$ cat src/rtl/uart_rx_pkg.sv
// Shared types and default geometry for the UART receive frame capture path.
package uart_rx_pkg;

    localparam int unsigned OVERSAMPLE_DEF = 16;
    localparam int unsigned DATA_BITS_DEF  = 7;
    localparam int unsigned FRAME_W        = DATA_BITS_DEF + 2;
    localparam int unsigned STOP_IDX       = 8;
    localparam int unsigned PARITY_IDX     = 7;

    typedef enum logic [2:0] {
        ST_IDLE,
        ST_START,
        ST_DATA,
        ST_PARITY,
        ST_STOP,
        ST_WAIT_IDLE
    } rx_state_t;

endpackage

$ cat src/rtl/rx_sync2.sv
// Two-flop synchroniser for an asynchronous level; resets to the idle-high value.
module rx_sync2 (
    input  logic clk,
    input  logic rst_n,
    input  logic d,
    output logic q
);

    logic meta;

    always_ff @(posedge clk or negedge rst_n) begin
        if (!rst_n) begin
            meta <= 1'b1;
            q    <= 1'b1;
        end else begin
            meta <= d;
            q    <= meta;
        end
    end

endmodule

$ cat src/rtl/uart_rx_frame_capture.sv
// UART receive front end: start-bit validation, mid-bit oversampling and a
// valid/ack frame register with a sticky overrun flag.
module uart_rx_frame_capture
    import uart_rx_pkg::*;
#(
    parameter int unsigned DATA_BITS  = DATA_BITS_DEF,
    parameter int unsigned OVERSAMPLE = OVERSAMPLE_DEF
) (
    input  logic                 clk,
    input  logic                 rst_n,
    input  logic                 sample_tick,
    input  logic                 rx,
    input  logic                 frame_ack,
    output logic [DATA_BITS+1:0] frame,
    output logic                 frame_valid,
    output logic                 overrun,
    output logic                 busy
);

    localparam bit          DEF_GEOM = (DATA_BITS == DATA_BITS_DEF);
    localparam int unsigned FW       = DEF_GEOM ? FRAME_W    : DATA_BITS + 2;
    localparam int unsigned STOP_I   = DEF_GEOM ? STOP_IDX   : DATA_BITS + 1;
    localparam int unsigned PAR_I    = DEF_GEOM ? PARITY_IDX : DATA_BITS;
    localparam int unsigned TICK_W   = $clog2(OVERSAMPLE);
    localparam int unsigned BIT_W    = $clog2(DATA_BITS);
    localparam int unsigned IDX_W    = $clog2(FW);

    localparam logic [TICK_W-1:0] TICK_MID  = TICK_W'(OVERSAMPLE / 2 - 1);
    localparam logic [TICK_W-1:0] TICK_LAST = TICK_W'(OVERSAMPLE - 1);
    localparam logic [BIT_W-1:0]  BIT_LAST  = BIT_W'(DATA_BITS - 1);

    logic              rx_s;
    rx_state_t         state, state_n;
    logic [TICK_W-1:0] tick_cnt, tick_n;
    logic [BIT_W-1:0]  bit_cnt, bit_n;
    logic [FW-1:0]     shift, shift_n;
    logic              load_pend, load_n;

    rx_sync2 u_sync (
        .clk   (clk),
        .rst_n (rst_n),
        .d     (rx),
        .q     (rx_s)
    );

    always_ff @(posedge clk or negedge rst_n) begin
        if (!rst_n) begin
            state <= ST_IDLE;
        end else begin
            state <= state_n;
        end
    end

    // The detect tick is the first tick of the start bit, so the counter
    // leaves IDLE already at 1 and the mid-start sample lands 7 ticks later.
    always_comb begin
        state_n = state;
        tick_n  = tick_cnt;
        bit_n   = bit_cnt;
        shift_n = shift;
        load_n  = 1'b0;
        if (sample_tick) begin
            case (state)
                ST_IDLE: begin
                    if (!rx_s) begin
                        tick_n  = TICK_W'(1);
                        bit_n   = '0;
                        state_n = ST_START;
                    end
                end
                ST_START: begin
                    if (tick_cnt == TICK_MID) begin
                        tick_n  = '0;
                        bit_n   = '0;
                        state_n = rx_s ? ST_IDLE : ST_DATA;
                    end else begin
                        tick_n = tick_cnt + TICK_W'(1);
                    end
                end
                ST_DATA: begin
                    if (tick_cnt == TICK_LAST) begin
                        tick_n                    = '0;
                        shift_n[IDX_W'(bit_cnt)] = rx_s;
                        if (bit_cnt == BIT_LAST) begin
                            bit_n   = '0;
                            state_n = ST_PARITY;
                        end else begin
                            bit_n = bit_cnt + BIT_W'(1);
                        end
                    end else begin
                        tick_n = tick_cnt + TICK_W'(1);
                    end
                end
                ST_PARITY: begin
                    if (tick_cnt == TICK_LAST) begin
                        tick_n         = '0;
                        shift_n[PAR_I] = rx_s;
                        state_n        = ST_STOP;
                    end else begin
                        tick_n = tick_cnt + TICK_W'(1);
                    end
                end
                ST_STOP: begin
                    if (tick_cnt == TICK_LAST) begin
                        tick_n          = '0;
                        shift_n[STOP_I] = rx_s;
                        load_n          = 1'b1;
                        state_n         = rx_s ? ST_IDLE : ST_WAIT_IDLE;
                    end else begin
                        tick_n = tick_cnt + TICK_W'(1);
                    end
                end
                ST_WAIT_IDLE: begin
                    if (rx_s) begin
                        tick_n  = '0;
                        state_n = ST_IDLE;
                    end
                end
                default: begin
                    tick_n  = '0;
                    bit_n   = '0;
                    state_n = ST_IDLE;
                end
            endcase
        end
    end

    always_ff @(posedge clk or negedge rst_n) begin
        if (!rst_n) begin
            tick_cnt  <= '0;
            bit_cnt   <= '0;
            shift     <= '0;
            load_pend <= 1'b0;
            busy      <= 1'b0;
        end else begin
            tick_cnt  <= tick_n;
            bit_cnt   <= bit_n;
            shift     <= shift_n;
            load_pend <= load_n;
            busy      <= (state_n != ST_IDLE);
        end
    end

    // An ack landing with a load keeps the new frame valid and clears overrun.
    always_ff @(posedge clk or negedge rst_n) begin
        if (!rst_n) begin
            frame       <= '0;
            frame_valid <= 1'b0;
            overrun     <= 1'b0;
        end else if (load_pend) begin
            frame       <= shift;
            frame_valid <= 1'b1;
            if (frame_ack) begin
                overrun <= 1'b0;
            end else if (frame_valid) begin
                overrun <= 1'b1;
            end
        end else if (frame_ack && frame_valid) begin
            frame_valid <= 1'b0;
            overrun     <= 1'b0;
        end
    end

endmodule

$ cat config.mk
export PLATFORM = sky130hd
export DESIGN_NAME = uart_rx_frame_capture
export DESIGN_NICKNAME = d
export VERILOG_FILES = /design/src/rtl/uart_rx_pkg.sv /design/src/rtl/rx_sync2.sv /design/src/rtl/uart_rx_frame_capture.sv
export SDC_FILE = /design/constraint.sdc
export NUM_CORES = 1
export LEC_CHECK = 0
export ABC_AREA = 1
export CAP_MARGIN = 20
export CORE_MARGIN = 2
export CORE_UTILIZATION = 43
export CTS_CLUSTER_SIZE = 28
export DETAILED_ROUTE_END_ITERATION = 7
export PLACE_DENSITY_LB_ADDON = 0.05
export RECOVER_POWER = 100
export SLEW_MARGIN = 20
export SYNTH_ARGS = -nofsm -noshare
export SYNTH_HDL_FRONTEND = slang
export SYNTH_SLANG_ARGS = --single-unit
$ cat constraint.sdc
create_clock -name clk -period 1.55 [get_ports clk]
set_clock_uncertainty 0.1 [all_clocks]
set_input_delay 0.155 -clock clk [delete_from_list [all_inputs] [get_ports clk]]
set_output_delay 0.155 -clock clk [all_outputs]
set_load 0.01 [all_outputs]
# ---- Yosys cells after proc, flatten, opt, wreduce, memory -nomap -nowiden
# Index checks and enable logic that the tools add are counted.
dict set report classes {
  addsub 2
  magnitude_cmp 2
  n_eq_ne 15
  mux 36
  n_bitwise 1
  n_reduce_logical 15
}
# cell count
set op_table {}
lappend op_table {{$mux W3} 13}
lappend op_table {{$pmux W3 S6} 1}
lappend op_table {{$mux W4} 4}
lappend op_table {{$pmux W4 S4} 1}
lappend op_table {{$pmux W3 S4} 1}
lappend op_table {{$mux W1} 10}
lappend op_table {{$ne A2 B2 Y1 const B} 5}
lappend op_table {{$bwmux W9} 1}
lappend op_table {{$eq A3 B3 Y1 const B} 3}
lappend op_table {{$mux W9} 1}
lappend op_table {{$reduce_and A4 Y1} 2}
lappend op_table {{$eq A3 B2 Y1 const B} 2}
lappend op_table {{$reduce_and A3 Y1} 2}
lappend op_table {{$reduce_bool A2 Y1} 3}
lappend op_table {{$reduce_or A3 Y1} 2}
lappend op_table {{$lt A3 B5 Y1 const B} 1}
lappend op_table {{$reduce_and A5 Y1} 1}
lappend op_table {{$add A4 B1 Y4 const B} 1}
lappend op_table {{$eq A4 B3 Y1 const B} 1}
lappend op_table {{$eq A4 B4 Y1 const B} 1}
lappend op_table {{$pmux W1 S2} 2}
lappend op_table {{$add A3 B1 Y3 const B} 1}
lappend op_table {{$demux W1 S3} 1}
lappend op_table {{$eq A3 B1 Y1 const B} 1}
lappend op_table {{9 further kinds} 10}
dict set report word_totals {
  register_bits 34
  in_bits 5
  out_inout_bits 12
  wordCells 84
}

# ---- Depth between registers and ports, before layout
# Gate-level depths: netlist (run 1).
dict set report logic_depth {
  ltp_word 7
  depth_mapped 10
  depth_no_buf 10
}

# ---- Modules after synthesis
# From an unflattened synthesis (run 1), not the netlist that was laid out.
dict set report hier_totals {
  cells_unflattened 212
  area_unflattened_um2 1642.8
}
# mod instances cells_each area_per_inst_um2 seq_area_each_um2
set modules_own_cells {}
lappend modules_own_cells {uart_rx_frame_capture 1 210 1590.3 800.8}
lappend modules_own_cells {rx_sync2 1 2 52.6 52.6}

# ---- Worst setup path after synthesis (run 1)
# OpenSTA, ideal clock, no wires.
dict set report synth_path {
  path_type {register -> register}
  start {register tick_cnt[0]}
  end {register shift[6]}
  setup_time_ns 0.131
  t_arrival_ns 1.191
  t_required_ns 1.319
  slack_ns 0.128
  path_stages_with_launch 9
  path_buffers 0
  synth_period_minus_slack_ns 1.422
  cell_sequence {dfrtp_1 -> ha_1 -> nand3_2 -> nor2_2 -> nand2_2 -> nor2_2 -> nand3_1 -> nand2_1 -> o21ai_1}
}
dict set report synth_between {
  elab_chain_len 2
}
# item line_no
set synth_rtl {}
lappend synth_rtl {{start: declaration} uart_rx_frame_capture.sv:34} ;# logic [TICK_W-1:0] tick_cnt, tick_n;
lappend synth_rtl {{start signal: assignment} uart_rx_frame_capture.sv:136} ;# tick_cnt <= tick_n;
lappend synth_rtl {{$eq A4 B4 Y1} uart_rx_frame_capture.sv:81} ;# if (tick_cnt == TICK_LAST) begin
lappend synth_rtl {{$reduce_and A3 Y1 (no line)} -}
lappend synth_rtl {{end signal: assignment} uart_rx_frame_capture.sv:138} ;# shift <= shift_n;
lappend synth_rtl {{end: declaration} uart_rx_frame_capture.sv:36} ;# logic [FW-1:0] shift, shift_n;
# No other way between the ends.
# A chain may end at the register's enable or synchronous reset.

# ---- Final worst setup path (run 1)
dict set report layout_path {
  start {register tick_cnt[0]}
  end {register bit_cnt[0]}
}
dict set report layout_between {
  elab_chain_len 3
  word_cells_on_any_way 5
  classes_between {eq/ne (4); reduce/logical (1)}
}
# item line_no
set layout_rtl {}
lappend layout_rtl {{$eq A4 B4 Y1 or $eq A4 B3 Y1 (tied branches)} {uart_rx_frame_capture.sv:81, uart_rx_frame_capture.sv:72}}
lappend layout_rtl {{$ne A2 B2 Y1 (no line)} -}
lappend layout_rtl {{$reduce_and A5 Y1 (no line) (*)} -}
lappend layout_rtl {{end signal: assignment} uart_rx_frame_capture.sv:137} ;# bit_cnt <= bit_n;
lappend layout_rtl {{end: declaration} uart_rx_frame_capture.sv:35} ;# logic [BIT_W-1:0] bit_cnt, bit_n;
# Every way passes the cells marked *; elsewhere a longest branch is shown, timed or not.

==> metrics.json, run 1 <==
{
  "final_min_period_over_clock_period": 0.985,
  "hold_path_class": "register to register",
  "gr-usage-all-layers": 0.174,
  "slew-limit-headroom": 0.456,
  "crit_type": "register to register",
  "fmax_ghz": 0.655,
  "clock-sinks": 34,
  "crit-reg2reg-capture": "bit_cnt[0]$_DFFE_PN0P_",
  "setup-violations-final": 0,
  "io_pins": 17,
  "final_max_slew_viol_count": 0,
  "dr_iter_0_viols": 60,
  "clock_latency_ns": 0.28,
  "holdBufCountCts": 0,
  "worstRegToRegCells": 8,
  "start_util": 0.449,
  "ctsRootBufferMaster": "sky130_fd_sc_hd__clkbuf_8",
  "wire_length_of_the_first_global_routing_pass_um": 5730,
  "drt-total-wl_um": 3370,
  "final_layout_size_suffix_gt1_frac": 0.193,
  "reg2reg_from": "tick_cnt[0]$_DFFE_PN0P_",
  "clk_transition_reported_paths_ns": 0.06,
  "maxCapViolCount": 0,
  "tritoncts": "built",
  "globalRoute.totalOverflow": 0,
  "pin_count_of_the_biggest_net_entering_global_routing": 35,
  "worstPathArrival_ns": 1.60,
  "end_kind": "register",
  "die_h_um": 66.0,
  "number_of_global_route_vias_before_repair": 1364,
  "outcome": "finished clean",
  "final_hold_viol_count": 0,
  "worst_slew_pin_slew_ns": 0.816,
  "irDropWorstVdd_mv": 0.622,
  "die_area_um2": 4360,
  "ant_nets": 0,
  "holdPathEnd": "u_sync.q$_DFF_PN1_",
  "period_minus_slack_ns": 1.53,
  "rsz0062_at_grt": "yes",
  "synth_seq_area_share": 0.515,
  "netlist_instances": 213,
  "worst_hold_path.num_cells": 0,
  "yosys.cell_types.count": 25,
  "cts-htree-levels": 2,
  "postSynthRegisterBits": 34,
  "crit_path_start_kind": "register",
  "vias_per_cell": 4.99,
  "tns_ns": 0,
  "hp-start": "u_sync.meta$_DFF_PN1_",
  "postSynthAreaPerCell_um2": 7.77,
  "yosys_warnings": 0,
  "power.total_mw": 2.24,
  "power_per_cell_area_nw_per_um2": 1070,
  "place.detailed.hpwl_um": 2390,
  "synthesis.nets": 219,
  "floorplan.rows": 22,
  "drt-pass1-iter-count": 4,
  "whs_ns": 0.258,
  "final_net_count": 249,
  "chipWidth_um": 66.0,
  "vias": 1456,
  "syn_to_final_growth_pct": 26.3,
  "placement.io_buffers": 16,
  "power.leakage_nw": 1.06,
  "detail_route.drc_violations": 0,
  "core_region_area_um2": 3690,
  "data_required_time_of_the_critical_path_ns": 1.62,
  "wl_per_cell_um": 11.5,
  "critical_path.max_fanout": 4,
  "setup.reg_to_reg.worst_slack_ns": 0.02,
  "number_of_antenna_violations_at_the_first_check_in_global_routing": 0,
  "cts_buffer_count": 5,
  "gp_congestion": 0.908,
  "commonest_cells_after_routing_fill_and_taps_aside": "sky130_fd_sc_hd__nand2_1 (72), sky130_fd_sc_hd__dfrtp_1 (30), sky130_fd_sc_hd__nor2_1 (22)",
  "clockBufferDepth": 2,
  "antenna_cells_inserted": 0,
  "post_synthesis_instance_area_um2": 1660,
  "final_common_cell": "sky130_fd_sc_hd__nand2_1"
}
logic make-up (layout without fill, tap and decap cells):
group | Yosys count | in the layout | share of synthesized area
and+or+nand+nor | 127 | 127 | 0.326
AOI/OAI and AO/OA | 26 | 26 | 0.0801
xor gates and xnor gates | 1 | 1 | 0.00529
DFF | 34 | 34 | 0.515
adders and majority gates | 1 | 1 | 0.00756
buffers and inverters | 24 | 55 | 0.0658
critical path: stages, from the launching register on:
cell and delay [ns]:
sky130_fd_sc_hd__dfrtp_1 0.44, sky130_fd_sc_hd__ha_4 0.20, sky130_fd_sc_hd__nand2_2 0.07, sky130_fd_sc_hd__nor2_2 0.14, sky130_fd_sc_hd__nor2_2 0.08, sky130_fd_sc_hd__nor2_1 0.10
sky130_fd_sc_hd__nand4_1 0.14, sky130_fd_sc_hd__nand2_1 0.10, sky130_fd_sc_hd__nand2_1 0.05
report_power, final:
group | internal, mW | switching [mW]
sequential | 0.956 | 0.0924
clock | 0.358 | 0.297
combinational | 0.223 | 0.317
total | 1.54 | 0.706
what timing repair did:
item / in CTS / in global routing
setup buffers: 0 / 4
setup endpoints to repair: 2 / 18
resized for setup: 1 / 22
pin swaps: 0 / 2
cell usage after synthesis:
cell                       number  area (um2)
sky130_fd_sc_hd__o21ai_1        4        20.0
sky130_fd_sc_hd__o21ai_0       11        55.1
sky130_fd_sc_hd__inv_1         16        60.1
sky130_fd_sc_hd__nor2_2         3        18.8
sky130_fd_sc_hd__clkinv_2       1        5.00
sky130_fd_sc_hd__nand3_2        2        20.0
sky130_fd_sc_hd__nand2_2        2        12.5
sky130_fd_sc_hd__nor2_1        25        93.8
sky130_fd_sc_hd__nand3b_1       1        7.51
sky130_fd_sc_hd__inv_2          1        3.75
sky130_fd_sc_hd__nand3_1       13        65.1
sky130_fd_sc_hd__nor3_1         1        5.00
sky130_fd_sc_hd__dfrtp_1       32         801
sky130_fd_sc_hd__dfstp_2        2        52.6
sky130_fd_sc_hd__or2_2          1        6.26
sky130_fd_sc_hd__nand2_1       75         282
sky130_fd_sc_hd__buf_6          2        22.5
sky130_fd_sc_hd__a21oi_1       10        50.1
sky130_fd_sc_hd__inv_4          1        6.26
sky130_fd_sc_hd__ha_1           1        12.5
sky130_fd_sc_hd__o31ai_1        1        7.51
sky130_fd_sc_hd__nor3_2         1        10.0
sky130_fd_sc_hd__clkbuf_1       3        11.3
sky130_fd_sc_hd__xor2_1         1        8.76
sky130_fd_sc_hd__nand4_1        3        18.8
routing by layer:
layer,part of all wire,track usage
met5,0,0
met3,0.050,0.0409
met4,0.019,0.0689
met1,0.46,0.213
met2,0.47,0.294
final cells by class:
type	count	area (um2)
Fill cell	371	1600
Tap cell	48	60.1
Multi-Input combinational cell	155	757
Clock inverter	1	5.00
Clock buffer	7	86.3
Inverter	19	78.8
Sequential cell	34	856
Timing Repair Buffer	28	248
worst max-delay path by stage:
stage,startpoint,to,slack [ns],cells past startpoint
3_3_place_gp,tick_cnt[0]$_DFFE_PN0P_,busy$_DFF_PN0_,0.02,8
2_1_floorplan,tick_cnt[0]$_DFFE_PN0P_,shift[6]$_DFFE_PN0P_,0.13,8
6_report,tick_cnt[0]$_DFFE_PN0P_,bit_cnt[0]$_DFFE_PN0P_,0.02,8
4_1_cts,tick_cnt[0]$_DFFE_PN0P_,shift[4]$_DFFE_PN0P_,0.01,8
3_5_place_dp,tick_cnt[0]$_DFFE_PN0P_,shift[4]$_DFFE_PN0P_,0.008,8
5_1_grt,tick_cnt[0]$_DFFE_PN0P_,busy$_DFF_PN0_,-0.07,10
through the flow:
| step | utilization | area (um2) | setup WS [ns] | cells |
|---|---|---|---|---|
| CTS | 0.544 | 2010 | 0.0103 | 288 |
| global placement | 0.519 | 1910 | 0.0157 | 280 |
| global route | 0.567 | 2090 | -0.0726 | 292 |
| floorplan | - | 1660 | 0.128 | 213 |
| finish | 0.567 | 2090 | 0.0238 | 292 |
| detailed placement | 0.519 | 1910 | 0.00818 | 280 |
sequential cells by signal, indices dropped and copies added (netlist names), 3 cells and up:
signal and flops:
bit_cnt 3, frame 9, shift 9, state 3
tick_cnt 4
No activity file was read; power rests on OpenSTA's default activity.
==> run 2, diff against run 1 <==
--- a/config.mk
+++ b/config.mk
@@ -16,4 +16,5 @@
 export SLEW_MARGIN = 20
 export SYNTH_ARGS = -nofsm -noshare
 export SYNTH_HDL_FRONTEND = slang
+export SYNTH_HIERARCHICAL = 1
 export SYNTH_SLANG_ARGS = --single-unit
==> run 2 against run 1 <==
Non-clock buffer count grew 6. Sequential share of layout area decreased by 1.3 points. Critical path depth shrank 1. Highest routed layer unchanged. Fmax up 1.8%. Power is 11% higher.
==> metrics.json, run 2 <==
{
  "crit_path_start_kind": "register",
  "synthTopCellsByArea": "sky130_fd_sc_hd__dfrtp_1 (49%), sky130_fd_sc_hd__nand2_1 (17%), sky130_fd_sc_hd__nor2_1 (5.0%)",
  "final_net_count": {"value": 254, "change": "+2.0%"},
  "critical-path-max-stage-delay": {"value": 0.40, "unit": "ns", "change": "-0.04 ns"},
  "period_minus_slack": {"value": 1.50, "unit": "ns", "change": "-0.0263 ns"},
  "reg.largest.list": "frame (9), shift (9), tick_cnt (4)",
  "post_synthesis_instance_area": {"value": 1640, "unit": "um2", "change": "-0.76%"},
  "synthesis.nets": {"value": 218, "change": "-0.46%"},
  "die_h": {"value": 65.8, "unit": "um", "change": "-0.36%"},
  "power.leakage": {"value": 1.03, "unit": "nW", "change": "-2.5%"},
  "data_required_time_of_the_critical_path": {"value": 1.62, "unit": "ns", "change": "about the same"},
  "pin_count_of_the_biggest_net_entering_global_routing": {"value": 35, "change": "unchanged"},
  "holdBufCountCts": {"value": 0, "change": "unchanged"},
  "rsz0062_at_grt": "yes",
  "final_min_period_over_clock_period": {"value": 0.968, "change": "-0.0169"},
  "whs": {"value": 0.258, "unit": "ns", "change": "-0.000139 ns"},
  "chipWidth": {"value": 65.8, "unit": "um", "change": "-0.36%"},
  "postSynthRegisterBits": {"value": 34, "change": "unchanged"},
  "synthMostInstantiatedCell": "sky130_fd_sc_hd__nand2_1",
  "worst_slew_pin_slew": {"value": 0.805, "unit": "ns", "change": "-0.0110 ns"},
  "clk_transition_reported_paths": {"value": 0.07, "unit": "ns", "change": "about the same"},
  "ant_nets": {"value": 0, "change": "unchanged"},
  "gp_congestion": {"value": 0.835, "change": "-8.0%"},
  "gr-usage-all-layers": {"value": 0.186, "change": "+0.0129"},
  "io_pins": {"value": 17, "change": "unchanged"},
  "multi_input_area": {"value": 751, "unit": "um2", "change": "-0.83%"},
  "place.detailed.hpwl": {"value": 2680, "unit": "um", "change": "+12%"},
  "yosys_warnings": {"value": 6, "change": "+6"},
  "cts_buffer_count": {"value": 5, "change": "unchanged"},
  "drt-pass1-iter-count": {"value": 4, "change": "unchanged"},
  "syn_to_final_growth_pct": 31.2,
  "clock-sinks": {"value": 34, "change": "unchanged"},
  "yosys.cell_types.count": {"value": 25, "change": "unchanged"},
  "cp_num_buf_inv": {"value": 0, "change": "unchanged"},
  "vias": {"value": 1456, "change": "unchanged"},
  "cp_cell_sequence": "ha_4, nand3_4, nor2_2, nand3_2, nor2_2, nand2_1, o21a_1",
  "synth_top_area_frac": {"value": 0.487, "change": "+0.00368"},
  "end_kind": "register",
  "clock_latency": {"value": 0.28, "unit": "ns", "change": "about the same"},
  "synthArstFlopShare": {"value": 1.00, "change": "unchanged"},
  "irDropWorstVdd": {"value": 0.648, "unit": "mV", "change": "+4.3%"},
  "final_common_cell": "sky130_fd_sc_hd__nand2_1",
  "start_util": {"value": 0.449, "change": "about the same"},
  "drt-total-wl": {"value": 3520, "unit": "um", "change": "+4.3%"},
  "final_core_area_utilization": {"value": 0.589, "change": "+0.0220"},
  "outcome": "finished clean",
  "register_area": {"value": 855, "unit": "um2", "change": "-0.15%"},
  "number_of_global_route_vias_before_repair": {"value": 1363, "change": "-0.073%"},
  "final_max_slew_viol_count": {"value": 0, "change": "unchanged"},
  "crit_type": "register to register",
  "nFillCells": {"value": 343, "change": "-7.5%"},
  "globalRoute.totalOverflow": {"value": 0, "change": "unchanged"},
  "post_synth_edffs": {"value": 0, "change": "unchanged"},
  "synth.largest_area_cell": "sky130_fd_sc_hd__dfrtp_1",
  "path_common_cell": "sky130_fd_sc_hd__nor2_2",
  "antenna_cells_inserted": {"value": 0, "change": "unchanged"},
  "commonest_cells_after_routing_fill_and_taps_aside": "sky130_fd_sc_hd__nand2_1 (74), sky130_fd_sc_hd__dfrtp_1 (31), sky130_fd_sc_hd__buf_4 (16)",
  "critical_path.max_fanout": {"value": 5, "change": "+1"},
  "placement.io_buffers": {"value": 16, "change": "unchanged"},
  "final_layout_size_suffix_gt1_frac": {"value": 0.201, "change": "+0.00818"},
  "worstPathArrival": {"value": 1.57, "unit": "ns", "change": "-0.03 ns"},
  "vias_per_cell": {"value": 4.90, "change": "-1.7%"},
  "dr_iter_0_viols": {"value": 68, "change": "+13%"},
  "die_area": {"value": 4330, "unit": "um2", "change": "-0.71%"},
  "postSynthAreaPerCell": {"value": 7.75, "unit": "um2", "change": "-0.29%"},
  "synth_flop_cell": "sky130_fd_sc_hd__dfrtp_1",
  "number_of_antenna_violations_at_the_first_check_in_global_routing": {"value": 0, "change": "unchanged"},
  "netlist_instances": {"value": 212, "change": "-0.47%"},
  "hold_path_class": "register to register",
  "wl_per_cell": {"value": 11.8, "unit": "um", "change": "+2.6%"},
  "cts-htree-levels": {"value": 2, "change": "unchanged"},
  "power_per_cell_area": {"value": 1160, "unit": "nW/um2", "change": "+7.9%"},
  "slew-limit-headroom": {"value": 0.463, "change": "+0.00735"},
  "fmax": {"value": 0.667, "unit": "GHz", "change": "+1.8%"},
  "synth.cells.most_frequent": "sky130_fd_sc_hd__nand2_1 (76), sky130_fd_sc_hd__dfrtp_1 (32), sky130_fd_sc_hd__nor2_1 (22), sky130_fd_sc_hd__inv_1 (16), sky130_fd_sc_hd__o21ai_0 (13)",
  "worst_path_dominant_cell_family": "simple AND/OR/NAND/NOR gates",
  "maxCapViolCount": {"value": 0, "change": "unchanged"},
  "final_hold_viol_count": {"value": 0, "change": "unchanged"},
  "crit_path_top_delay_cell": "sky130_fd_sc_hd__dfrtp_1",
  "ctsRootBufferMaster": "sky130_fd_sc_hd__clkbuf_8",
  "clockBufferDepth": {"value": 2, "change": "unchanged"},
  "wire_length_of_the_first_global_routing_pass": {"value": 6090, "unit": "um", "change": "+6.3%"},
  "synth_seq_area_share": {"value": 0.519, "change": "+0.00393"},
  "detail_route.drc_violations": {"value": 0, "change": "unchanged"},
  "setup-violations-final": {"value": 0, "change": "unchanged"},
  "floorplan.rows": {"value": 22, "change": "unchanged"},
  "core_region_area": {"value": 3660, "unit": "um2", "change": "-0.75%"},
  "tritoncts": "built"
}
## run 2: routing by layer
| metal | global-route usage | up-vias | part of all wire |
|---|---|---|---|
| met3 | 0.0562 | 4 | 0.047 |
| met1 | 0.251 | 679 | 0.49 |
| li1 | - | 744 | - |
| met2 | 0.298 | 29 | 0.46 |
| met4 | 0.0391 | 0 | 0.0091 |
| met5 | 0 | - | 0 |
## run 2: cell families (layout without fill, tap and decap cells)
logic type | count (synthesis) | count (layout) | synth area share
and+or+nand+nor | 123 | 123 | 0.318
adders and majority gates | 1 | 1 | 0.00761
xor gates and xnor gates | 1 | 1 | 0.00533
DFF | 34 | 34 | 0.519
buffers and inverters | 25 | 62 | 0.0586
AOI/OAI and AO/OA | 28 | 28 | 0.0914
## run 2: worst paths after layout
| kind | depth (start not counted) | slack (ns) | to | from |
|---|---|---|---|---|
| worst max-delay path | 7 | 0.05 | shift[4]$_DFFE_PN0P_ | tick_cnt[1]$_DFFE_PN0P_ |
| worst min-delay path | 0 | 0.26 | u_sync/q$_DFF_PN1_ | u_sync/meta$_DFF_PN1_ |
| worst max register to register | 7 | 0.05 | shift[4]$_DFFE_PN0P_ | tick_cnt[1]$_DFFE_PN0P_ |
| worst min register to register | 0 | 0.26 | u_sync/q$_DFF_PN1_ | u_sync/meta$_DFF_PN1_ |
| max in group asynchronous | 2 | 0.40 | state[1]$_DFF_PN0_ | rst_n |
| min in group asynchronous | 2 | 0.39 | frame[8]$_DFFE_PN0P_ | rst_n |
## run 2: report_power, final
group          total [mW]  switching, mW  leakage (nW)  internal (mW)
clock network       0.827          0.303        0.0585          0.524
logic               0.612          0.340         0.523          0.272
registers            1.06         0.0955         0.452          0.962
## run 2: cell type report
type,count,area share
clock buffer,7,0.0400
multi-input combinational,153,0.348
inverter,20,0.0360
timing repair buffer,34,0.138
tap,48,0.0279
sequential,34,0.396
clock inverter,1,0.0139
## run 2: through the flow
step / setup WS, ns / total power, mW / std cells / setup TNS [ns] / area (um2)
finish: 0.0501 / 2.50 / 297 / 0 / 2160
global route: -0.0658 / 2.67 / 297 / -0.376 / 2160
CTS: 0.0174 / 2.47 / 293 / 0 / 2110
detailed placement: -0.0849 / 1.60 / 285 / -0.209 / 1960
global placement: -0.0493 / 1.60 / 285 / -0.0911 / 1960
floorplan: 0.0981 / 1.39 / 212 / 0 / 1640
## run 2: worst reg2reg max path, stage by stage (launching register included)
cell and delay, ns:
sky130_fd_sc_hd__dfrtp_1 0.40, sky130_fd_sc_hd__ha_4 0.19, sky130_fd_sc_hd__nand3_4 0.12, sky130_fd_sc_hd__nor2_2 0.17, sky130_fd_sc_hd__nand3_2 0.13, sky130_fd_sc_hd__nor2_2 0.13
sky130_fd_sc_hd__nand2_1 0.06, sky130_fd_sc_hd__o21a_1 0.10
## run 2: repair_timing
| item | CTS | global route |
|---|---|---|
| endpoints found under the setup margin | 8 | 16 |
| pin swaps | 1 | 6 |
| endpoints found under the hold margin | 0 | 0 |
| setup buffers | 0 | 4 |
| gates resized for setup | 7 | 13 |
